[config.mk]
export PLATFORM = sky130hd
export DESIGN_NAME = alarm_circuit
export DESIGN_NICKNAME = d
export VERILOG_FILES = /design/src/rtl/alarm_pkg.sv /design/src/rtl/alarm_decode.sv /design/src/rtl/alarm_circuit.sv
export SDC_FILE = /design/constraint.sdc
export NUM_CORES = 1
export LEC_CHECK = 0
export BUFFER_PORTS_ARGS = -buffer_cell sky130_fd_sc_hd__buf_2
export CAP_MARGIN = 20
export CORE_AREA = 2 2 39 41
export DETAILED_ROUTE_END_ITERATION = 16
export DIE_AREA = 0 0 41 43
export GPL_ROUTABILITY_DRIVEN = 0
export GPL_TIMING_DRIVEN = 1
export MAX_ROUTING_LAYER = met4
export PLACE_DENSITY = 0.63
export RECOVER_POWER = 25
export SLEW_MARGIN = 20
export SYNTH_ARGS = -nofsm -noshare
export SYNTH_HDL_FRONTEND = slang
export SYNTH_SLANG_ARGS = --single-unit
[constraint.sdc]
create_clock -name clk -period 3.75 [get_ports clk]
set_input_delay 0.75 -clock clk [delete_from_list [all_inputs] [get_ports clk]]
set_output_delay 0.75 -clock clk [all_outputs]
set_load 0.1 [all_outputs]
[src/rtl/alarm_pkg.sv]
// Shared constants for the alarm circuit: decode truth table and default counter width.
package alarm_pkg;

  // Bit n set means code n raises the alarm.
  localparam logic [31:0] ALARM_TT  = 32'hB32D_224C;
  localparam int          CNT_W_DEF = 8;

endpackage

[src/rtl/alarm_decode.sv]
// Combinational alarm decode: 5-bit sensor code to alarm bit via table lookup.
module alarm_decode
  import alarm_pkg::*;
(
  input  logic [4:0] code,
  output logic       y
);

  assign y = ALARM_TT[code];

endmodule

[src/rtl/alarm_circuit.sv]
// Alarm circuit: decoded alarm, its registered copy, sticky flag and saturating rising-edge counter.
module alarm_circuit
  import alarm_pkg::*;
#(
  parameter int CNT_W = CNT_W_DEF
) (
  input  logic             clk,
  input  logic             rst,
  input  logic             x4,
  input  logic             x3,
  input  logic             x2,
  input  logic             x1,
  input  logic             x0,
  input  logic             clr,
  output logic             y,
  output logic             y_q,
  output logic             alarm_sticky,
  output logic [CNT_W-1:0] alarm_cnt
);

  logic [4:0]       w_x;
  logic             w_rise;
  logic             r_y_q;
  logic             r_y_q_prev;
  logic             r_sticky;
  logic [CNT_W-1:0] r_cnt;

  function automatic logic [CNT_W-1:0] sat_inc(input logic [CNT_W-1:0] v);
    if (&v) return v;
    return v + {{(CNT_W-1){1'b0}}, 1'b1};
  endfunction

  assign w_x = {x4, x3, x2, x1, x0};

  alarm_decode u_decode (
    .code (w_x),
    .y    (y)
  );

  assign w_rise = r_y_q & ~r_y_q_prev;

  // Stage boundary: decode -> registered alarm, edge detect, sticky and counter
  always_ff @(posedge clk) begin
    if (rst) begin
      r_y_q      <= 1'b0;
      r_y_q_prev <= 1'b0;
      r_sticky   <= 1'b0;
      r_cnt      <= '0;
    end else begin
      r_y_q      <= y;
      r_y_q_prev <= r_y_q;
      // Clear beats a coincident rising edge.
      if (clr) begin
        r_sticky <= 1'b0;
        r_cnt    <= '0;
      end else begin
        if (r_y_q)  r_sticky <= 1'b1;
        if (w_rise) r_cnt    <= sat_inc(r_cnt);
      end
    end
  end

  assign y_q          = r_y_q;
  assign alarm_sticky = r_sticky;
  assign alarm_cnt    = r_cnt;

endmodule

==> metrics.txt, run 1 <==
# TYPE chip_impl_metric gauge
chip_impl_metric{name="clkSlewWorstSetupHoldPaths",unit="ns"} 0.07
chip_impl_info{name="clock_tree_from_tritoncts",value="built"} 1
chip_impl_metric{name="post_cts.repair.setup_buffers",unit=""} 0
chip_impl_metric{name="cts.htree.levels",unit=""} 1
chip_impl_metric{name="post_layout_nonfiller_instances",unit=""} 101
chip_impl_metric{name="synth_edf_count",unit=""} 0
chip_impl_metric{name="postRouteWirelength",unit="µm"} 1090
chip_impl_metric{name="timing.max_cap.violations",unit=""} 0
chip_impl_metric{name="core.rowCount",unit=""} 14
chip_impl_metric{name="worst_ep_required_time",unit="ns"} 3.00
chip_impl_metric{name="port_buffer_count",unit=""} 18
chip_impl_metric{name="drtPass1Iterations",unit=""} 4
chip_impl_metric{name="floorplan.die.height",unit="µm"} 43
chip_impl_metric{name="first_pass_grt_wire_length",unit="µm"} 1770
chip_impl_metric{name="synth.avg_cell_area",unit="µm²"} 8.50
chip_impl_metric{name="placeableCoreArea",unit="µm²"} 1380
chip_impl_metric{name="design.final.nets",unit=""} 95
chip_impl_metric{name="ff2ff_setup_slack",unit="ns"} 2.28
chip_impl_info{name="criticalPathCategory",value="in -> out"} 1
chip_impl_metric{name="clock_sink_count",unit=""} 11
chip_impl_metric{name="initial_core_util",unit="%"} 39.3
chip_impl_metric{name="layout_worst_path_cycle_share",unit="%"} 66.0
chip_impl_info{name="synth-main-ff-cell",value="sky130_fd_sc_hd__dfxtp_1"} 1
chip_impl_info{name="cp_cell_sequence",value="clkbuf_1, a21bo_2, o2111ai_1, o221ai_1, buf_2"} 1
chip_impl_info{name="critical_path.slowest_cell",value="sky130_fd_sc_hd__buf_2"} 1
chip_impl_metric{name="fin_util",unit="%"} 48.7
chip_impl_metric{name="fraction_of_layout_cells_with_a_size_suffix_above_1",unit="%"} 27.1
chip_impl_metric{name="worst_path_max_fanout",unit=""} 4
chip_impl_metric{name="timing.slew.headroom",unit="%"} 67.5
chip_impl_info{name="setup.worst_path.start_class",value="input pin"} 1
chip_impl_metric{name="period_needed",unit="ns"} 2.48
chip_impl_metric{name="io-pin-count",unit=""} 19
chip_impl_metric{name="design_power_total",unit="W"} 0.000246
chip_impl_metric{name="postSynthCellCount",unit=""} 64
chip_impl_metric{name="antenna_found_initial",unit=""} 0
chip_impl_info{name="holdCritPathClass",value="reg -> reg"} 1
chip_impl_metric{name="preCtsSetupSlack",unit="ns"} 1.30
chip_impl_metric{name="seq_area_frac_synth",unit="%"} 40.5
chip_impl_metric{name="final_max_slew_viol_count",unit=""} 0
chip_impl_metric{name="setup_slack",unit="ns"} 1.27
chip_impl_metric{name="post_cts_hold_buffer_count",unit=""} 0
chip_impl_info{name="cts-root-buf",value="sky130_fd_sc_hd__clkbuf_4"} 1
chip_impl_metric{name="synth-warning-count",unit=""} 0
chip_impl_metric{name="synth.distinct_cells",unit=""} 30
chip_impl_metric{name="synthToLayoutAreaGrowth",unit="%"} 23.9
chip_impl_metric{name="ys_seq_elements",unit=""} 11
chip_impl_metric{name="synthArstFlopShare",unit="%"} 0
chip_impl_metric{name="cts-buffers-inserted",unit=""} 3
chip_impl_metric{name="initialDrtViolationCount",unit=""} 5
chip_impl_metric{name="drtAntennaViolNets",unit=""} 0
chip_impl_metric{name="drcViolationCount",unit=""} 0
chip_impl_metric{name="crit_arrival",unit="ns"} 1.73
chip_impl_metric{name="max_freq",unit="GHz"} 0.404
chip_impl_metric{name="max-clock-path-buffers",unit=""} 2
chip_impl_metric{name="routed_via_density",unit=""} 5.29
chip_impl_metric{name="pwr_density_cell",unit="nW/µm²"} 365
chip_impl_metric{name="clock-skew-final",unit="ns"} 0.00228
chip_impl_info{name="yosys.area.top_type",value="sky130_fd_sc_hd__dfxtp_1"} 1
chip_impl_metric{name="routedWlPerCell",unit="µm"} 10.8
chip_impl_metric{name="sequential_standard_cell_area",unit="µm²"} 220
chip_impl_metric{name="synth.net_count",unit=""} 73
chip_impl_metric{name="post-place-cells",unit=""} 97
chip_impl_metric{name="final-hold-violation-count",unit=""} 0
chip_impl_metric{name="first_global_vias",unit=""} 433
chip_impl_metric{name="vias",unit=""} 534
chip_impl_metric{name="ir_worst_vdd",unit="V"} 0.000199
chip_impl_metric{name="crit_path_max_incr_delay",unit="ns"} 0.46
chip_impl_metric{name="synthesis.area",unit="µm²"} 544
chip_impl_metric{name="power.leakage",unit="nW"} 0.271
chip_impl_metric{name="ctsResizeCount",unit=""} 0
chip_impl_metric{name="combined_area_of_the_multi_input_logic_cells",unit="µm²"} 317
chip_impl_metric{name="grt.overflow.total",unit=""} 0
chip_impl_info{name="run_status",value="completed"} 1
chip_impl_metric{name="max_slew.worst_pin.slew",unit="ns"} 0.487
chip_impl_metric{name="antennaDiodeCount",unit=""} 0
chip_impl_metric{name="chipWidth",unit="µm"} 41
chip_impl_metric{name="report.final.setup_viol",unit=""} 0
chip_impl_info{name="leading_cell_types_by_total_area_after_synthesis",value="sky130_fd_sc_hd__dfxtp_1 40%, sky130_fd_sc_hd__nor2_1 5.5%, sky130_fd_sc_hd__a21oi_1 3.7%"} 1
chip_impl_metric{name="insertion_delay",unit="ns"} 0.27
chip_impl_metric{name="fillCellCount",unit=""} 145
chip_impl_metric{name="die_area",unit="µm²"} 1760
chip_impl_info{name="crit_path_end_kind",value="output port"} 1
chip_impl_metric{name="grt_max_degree",unit=""} 9
chip_impl_metric{name="fin_setup_tns",unit="ns"} 0
chip_impl_info{name="rsz0062_at_grt",value="no"} 1
chip_impl_metric{name="synth_top_cell_area_share",unit="%"} 40.5
chip_impl_metric{name="grt_use_total",unit="%"} 15.4
-- critical path, delay by kind of cell --
kind	cells	cell delay (ns)
AO/OA/AOI/OAI	3	0.36
buffers and inverters	2	0.62
-- cell families (layout without fill, tap and decap cells) --
group           count (synthesis)  in the layout  synth area share (%)
compound gates                 15             15                  18.2
xor+xnor                        3              3                  4.83
fa+ha+maj                       1              1                  2.30
buf+inv                         2             23                  1.38
flops                          11             11                  40.5
simple gates                   32             32                  32.9
-- metrics by stage --
stage	cell area [µm²]	hold WS, ns
2_1_floorplan	544	0.663
3_3_place_gp	651	0.452
3_5_place_dp	651	0.458
4_1_cts	677	0.479
5_1_grt	674	0.526
6_report	674	0.475
-- per-layer routing --
layer | wire length (µm) | global-route usage [%] | vias up
li1 | - | - | 279
met1 | 520 | 19.9 | 240
met2 | 514 | 20.9 | 15
met3 | 55 | 4.71 | 0
met4 | 0 | 8.00 | 0
met5 | 0 | - | -
-- worst paths after layout --
kind                startpoint            to  cells past startpoint
setup / recovery            x0             y                      5
hold / removal    alarm_sticky  alarm_sticky                      2
setup reg to reg  alarm_cnt[0]  alarm_cnt[0]                      5
hold reg to reg   alarm_sticky  alarm_sticky                      2
-- Yosys cell counts, drive strengths merged (2+ instances only) --
library cell	number
nor2	8
a211oi	2
nand3	3
dfxtp	11
xnor2	2
nor2b	2
o21ai	3
nand2	6
a21oi	4
nor3	4
-- area by class of cell --
| type | instances | share of cell area (%) |
|---|---|---|
| clock buffers | 4 | 3.90 |
| inverters | 1 | 0.557 |
| multi-input cells | 51 | 46.9 |
| flip-flops and latches | 11 | 32.7 |
| well taps | 16 | 2.97 |
| repair buffers | 18 | 13.0 |
-- state kept, by name, summed over array words and instances (netlist names) --
| name | count |
|---|---|
| alarm_cnt | 8 |
| alarm_sticky | 1 |
| r_y_q_prev | 1 |
| y_q | 1 |
-- power breakdown --
group | internal, W | switching (W) | total [W]
combinational | 0.0000111 | 0.0000322 | 0.0000433
sequential | 0.000119 | 0.00000220 | 0.000121
clock | 0.0000411 | 0.0000403 | 0.0000814
-- cells in the final DEF, fill, tap and decap left out, types with 3 or more instances in the layout --
master / instances
sky130_fd_sc_hd__nand2_1: 5
sky130_fd_sc_hd__nor3_1: 4
sky130_fd_sc_hd__o21ai_0: 3
sky130_fd_sc_hd__nor2_1: 8
sky130_fd_sc_hd__a21oi_1: 4
sky130_fd_sc_hd__clkbuf_1: 3
sky130_fd_sc_hd__buf_2: 16
sky130_fd_sc_hd__clkbuf_4: 3
sky130_fd_sc_hd__dfxtp_1: 11
sky130_fd_sc_hd__nand3_1: 3
Power figures use the tool's default switching activity.
==> inputs of run 2 (changes only) <==
- CORE_AREA: 2 2 39 41 -> not set
- CORE_MARGIN: not set -> 2
- CORE_UTILIZATION: not set -> 41
- DIE_AREA: 0 0 41 43 -> not set
- PLACE_DENSITY: 0.63 -> 0.66
- clock period: 3.75 -> 2.25 ns (I/O delays scaled with it)
==> metrics.txt, run 2 (same netlist as run 1, synthesis figures left out) <==
# TYPE chip_impl_metric gauge
chip_impl_info{name="run_status",value="completed"} 1
chip_impl_metric{name="vias",unit=""} 526
chip_impl_metric{name="die_area",unit="µm²"} 1630
chip_impl_metric{name="fin_util",unit="%"} 53.0
chip_impl_metric{name="largest_register_ff_count",unit=""} 8
chip_impl_info{name="crit_path_end_kind",value="output port"} 1
chip_impl_info{name="cts-root-buf",value="sky130_fd_sc_hd__clkbuf_4"} 1
chip_impl_metric{name="dr_wl_met2",unit="µm"} 501
chip_impl_metric{name="routedWlPerCell",unit="µm"} 10.7
chip_impl_info{name="maxUsedRoutingLayer",value="met4"} 1
chip_impl_metric{name="drtPass1Iterations",unit=""} 3
chip_impl_metric{name="synthToLayoutAreaGrowth",unit="%"} 23.4
chip_impl_metric{name="ir_worst_vdd",unit="V"} 0.000386
chip_impl_metric{name="drcViolationCount",unit=""} 0
chip_impl_metric{name="ctsResizeCount",unit=""} 0
chip_impl_metric{name="fraction_of_layout_cells_with_a_size_suffix_above_1",unit="%"} 29.4
chip_impl_metric{name="max-clock-path-buffers",unit=""} 2
chip_impl_info{name="rsz0062_at_grt",value="no"} 1
chip_impl_metric{name="fin_setup_tns",unit="ns"} 0
chip_impl_metric{name="first_pass_grt_wire_length",unit="µm"} 1750
chip_impl_metric{name="cts-buffers-inserted",unit=""} 3
chip_impl_info{name="layout.cells.most_common_list",value="18 x sky130_fd_sc_hd__buf_2, 11 x sky130_fd_sc_hd__dfxtp_1, 8 x sky130_fd_sc_hd__nor2_1"} 1
chip_impl_metric{name="period_needed",unit="ns"} 1.90
chip_impl_metric{name="core.rowCount",unit=""} 13
chip_impl_metric{name="timing.slew.headroom",unit="%"} 67.9
chip_impl_metric{name="postRouteWirelength",unit="µm"} 1070
chip_impl_metric{name="design_power_total",unit="W"} 0.000412
chip_impl_metric{name="pwr_density_cell",unit="nW/µm²"} 613
chip_impl_metric{name="timing.max_cap.violations",unit=""} 0
chip_impl_metric{name="max_slew.worst_pin.slew",unit="ns"} 0.485
chip_impl_metric{name="routed_via_density",unit=""} 5.26
chip_impl_metric{name="met3_wirelength",unit="µm"} 50
chip_impl_metric{name="grt_use_total",unit="%"} 17.0
chip_impl_metric{name="first_global_vias",unit=""} 456
chip_impl_metric{name="power.leakage",unit="nW"} 0.282
chip_impl_metric{name="grt.overflow.total",unit=""} 0
chip_impl_metric{name="worst_ep_required_time",unit="ns"} 1.80
chip_impl_info{name="criticalPathCategory",value="in -> out"} 1
chip_impl_metric{name="clock-skew-final",unit="ns"} 0.0122
chip_impl_metric{name="initial_core_util",unit="%"} 42.9
chip_impl_metric{name="design.final.nets",unit=""} 95
chip_impl_metric{name="crit_arrival",unit="ns"} 1.45
chip_impl_info{name="holdCritPathClass",value="in -> reg"} 1
chip_impl_metric{name="layout_worst_path_cycle_share",unit="%"} 84.4
chip_impl_info{name="setup.worst_path.start_class",value="input pin"} 1
chip_impl_metric{name="chipWidth",unit="µm"} 40.4
chip_impl_metric{name="fillCellCount",unit=""} 134
chip_impl_metric{name="drtAntennaViolNets",unit=""} 0
chip_impl_info{name="clock_tree_from_tritoncts",value="built"} 1
chip_impl_metric{name="floorplan.die.height",unit="µm"} 40.4
chip_impl_metric{name="io-pin-count",unit=""} 19
chip_impl_metric{name="port_buffer_count",unit=""} 18
chip_impl_metric{name="antenna_found_initial",unit=""} 0
chip_impl_metric{name="post_cts_hold_buffer_count",unit=""} 0
chip_impl_metric{name="final_max_slew_viol_count",unit=""} 0
chip_impl_metric{name="met1Wirelength",unit="µm"} 499
chip_impl_metric{name="max_freq",unit="GHz"} 0.527
chip_impl_metric{name="clkSlewWorstSetupHoldPaths",unit="ns"} 0.07
chip_impl_metric{name="antennaDiodeCount",unit=""} 0
chip_impl_metric{name="report.final.setup_viol",unit=""} 0
chip_impl_metric{name="insertion_delay",unit="ns"} 0.28
chip_impl_metric{name="grt_max_degree",unit=""} 9
chip_impl_metric{name="cts.htree.levels",unit=""} 1
chip_impl_metric{name="post_cts.repair.setup_buffers",unit=""} 0
chip_impl_metric{name="clock_sink_count",unit=""} 11
chip_impl_metric{name="final-hold-violation-count",unit=""} 0
chip_impl_metric{name="worst_path_max_fanout",unit=""} 3
chip_impl_metric{name="placeableCoreArea",unit="µm²"} 1270
chip_impl_info{name="mostFrequentLayoutCell",value="sky130_fd_sc_hd__buf_2"} 1
chip_impl_metric{name="initialDrtViolationCount",unit=""} 3
[run 2: changes by cell type in the layout (fill, tap and decap cells not counted), sizes merged]
cell,delta
clkbuf,-3
buf,+2
clkinv,+1
[run 2: worst max-delay path, stage by stage]
cell and delay (ns):
sky130_fd_sc_hd__buf_2 0.12, sky130_fd_sc_hd__xnor2_1 0.18, sky130_fd_sc_hd__o2111ai_1 0.13, sky130_fd_sc_hd__o221ai_1 0.10
sky130_fd_sc_hd__buf_2 0.47
[run 2: layout make-up]
cell class / count / area (µm²) / area share, %
sequential: 11 / 220 / 32.8
clock buffer: 3 / 22.5 / 3.35
timing repair buffer: 18 / 90.1 / 13.4
tap: 15 / 18.8 / 2.79
inverter: 1 / 3.75 / 0.559
multi-input combinational: 51 / 312 / 46.4
clock inverter: 1 / 5.00 / 0.745
[run 2: path summary, 6_finish.rpt]
check                                  start      endpoint  slack (ns)  depth (start not counted)
worst max-delay path                      x2             y        0.35                          5
worst max register to register  alarm_cnt[2]  alarm_cnt[5]        0.80                          4
worst min-delay path                     rst           y_q        0.38                          2
worst min register to register  alarm_sticky  alarm_sticky        0.47                          2
[run 2: through the flow]
stage / cell area, µm² / worst slack, ns / hold WS, ns / std cells
finish: 672 / 0.352 / 0.382 / 100
global route: 672 / 0.288 / 0.382 / 100
CTS: 683 / 0.345 / 0.384 / 100
detailed placement: 656 / 0.354 / 0.454 / 96
global placement: 656 / 0.411 / 0.448 / 96
floorplan: 551 / 0.153 / 0.522 / 64
[run 2: power by group]
part	switching (W)	internal, W	total [W]
Combinational	0.0000539	0.0000191	0.0000730
Sequential	0.00000299	0.000198	0.000201
Clock	0.0000713	0.0000658	0.000137
[run 2: routing by layer]
layer	track usage, %	up-vias
li1	-	274
met1	18.2	232
met2	28.6	17
met3	3.33	3
met4	10.0	0
met5	-	-
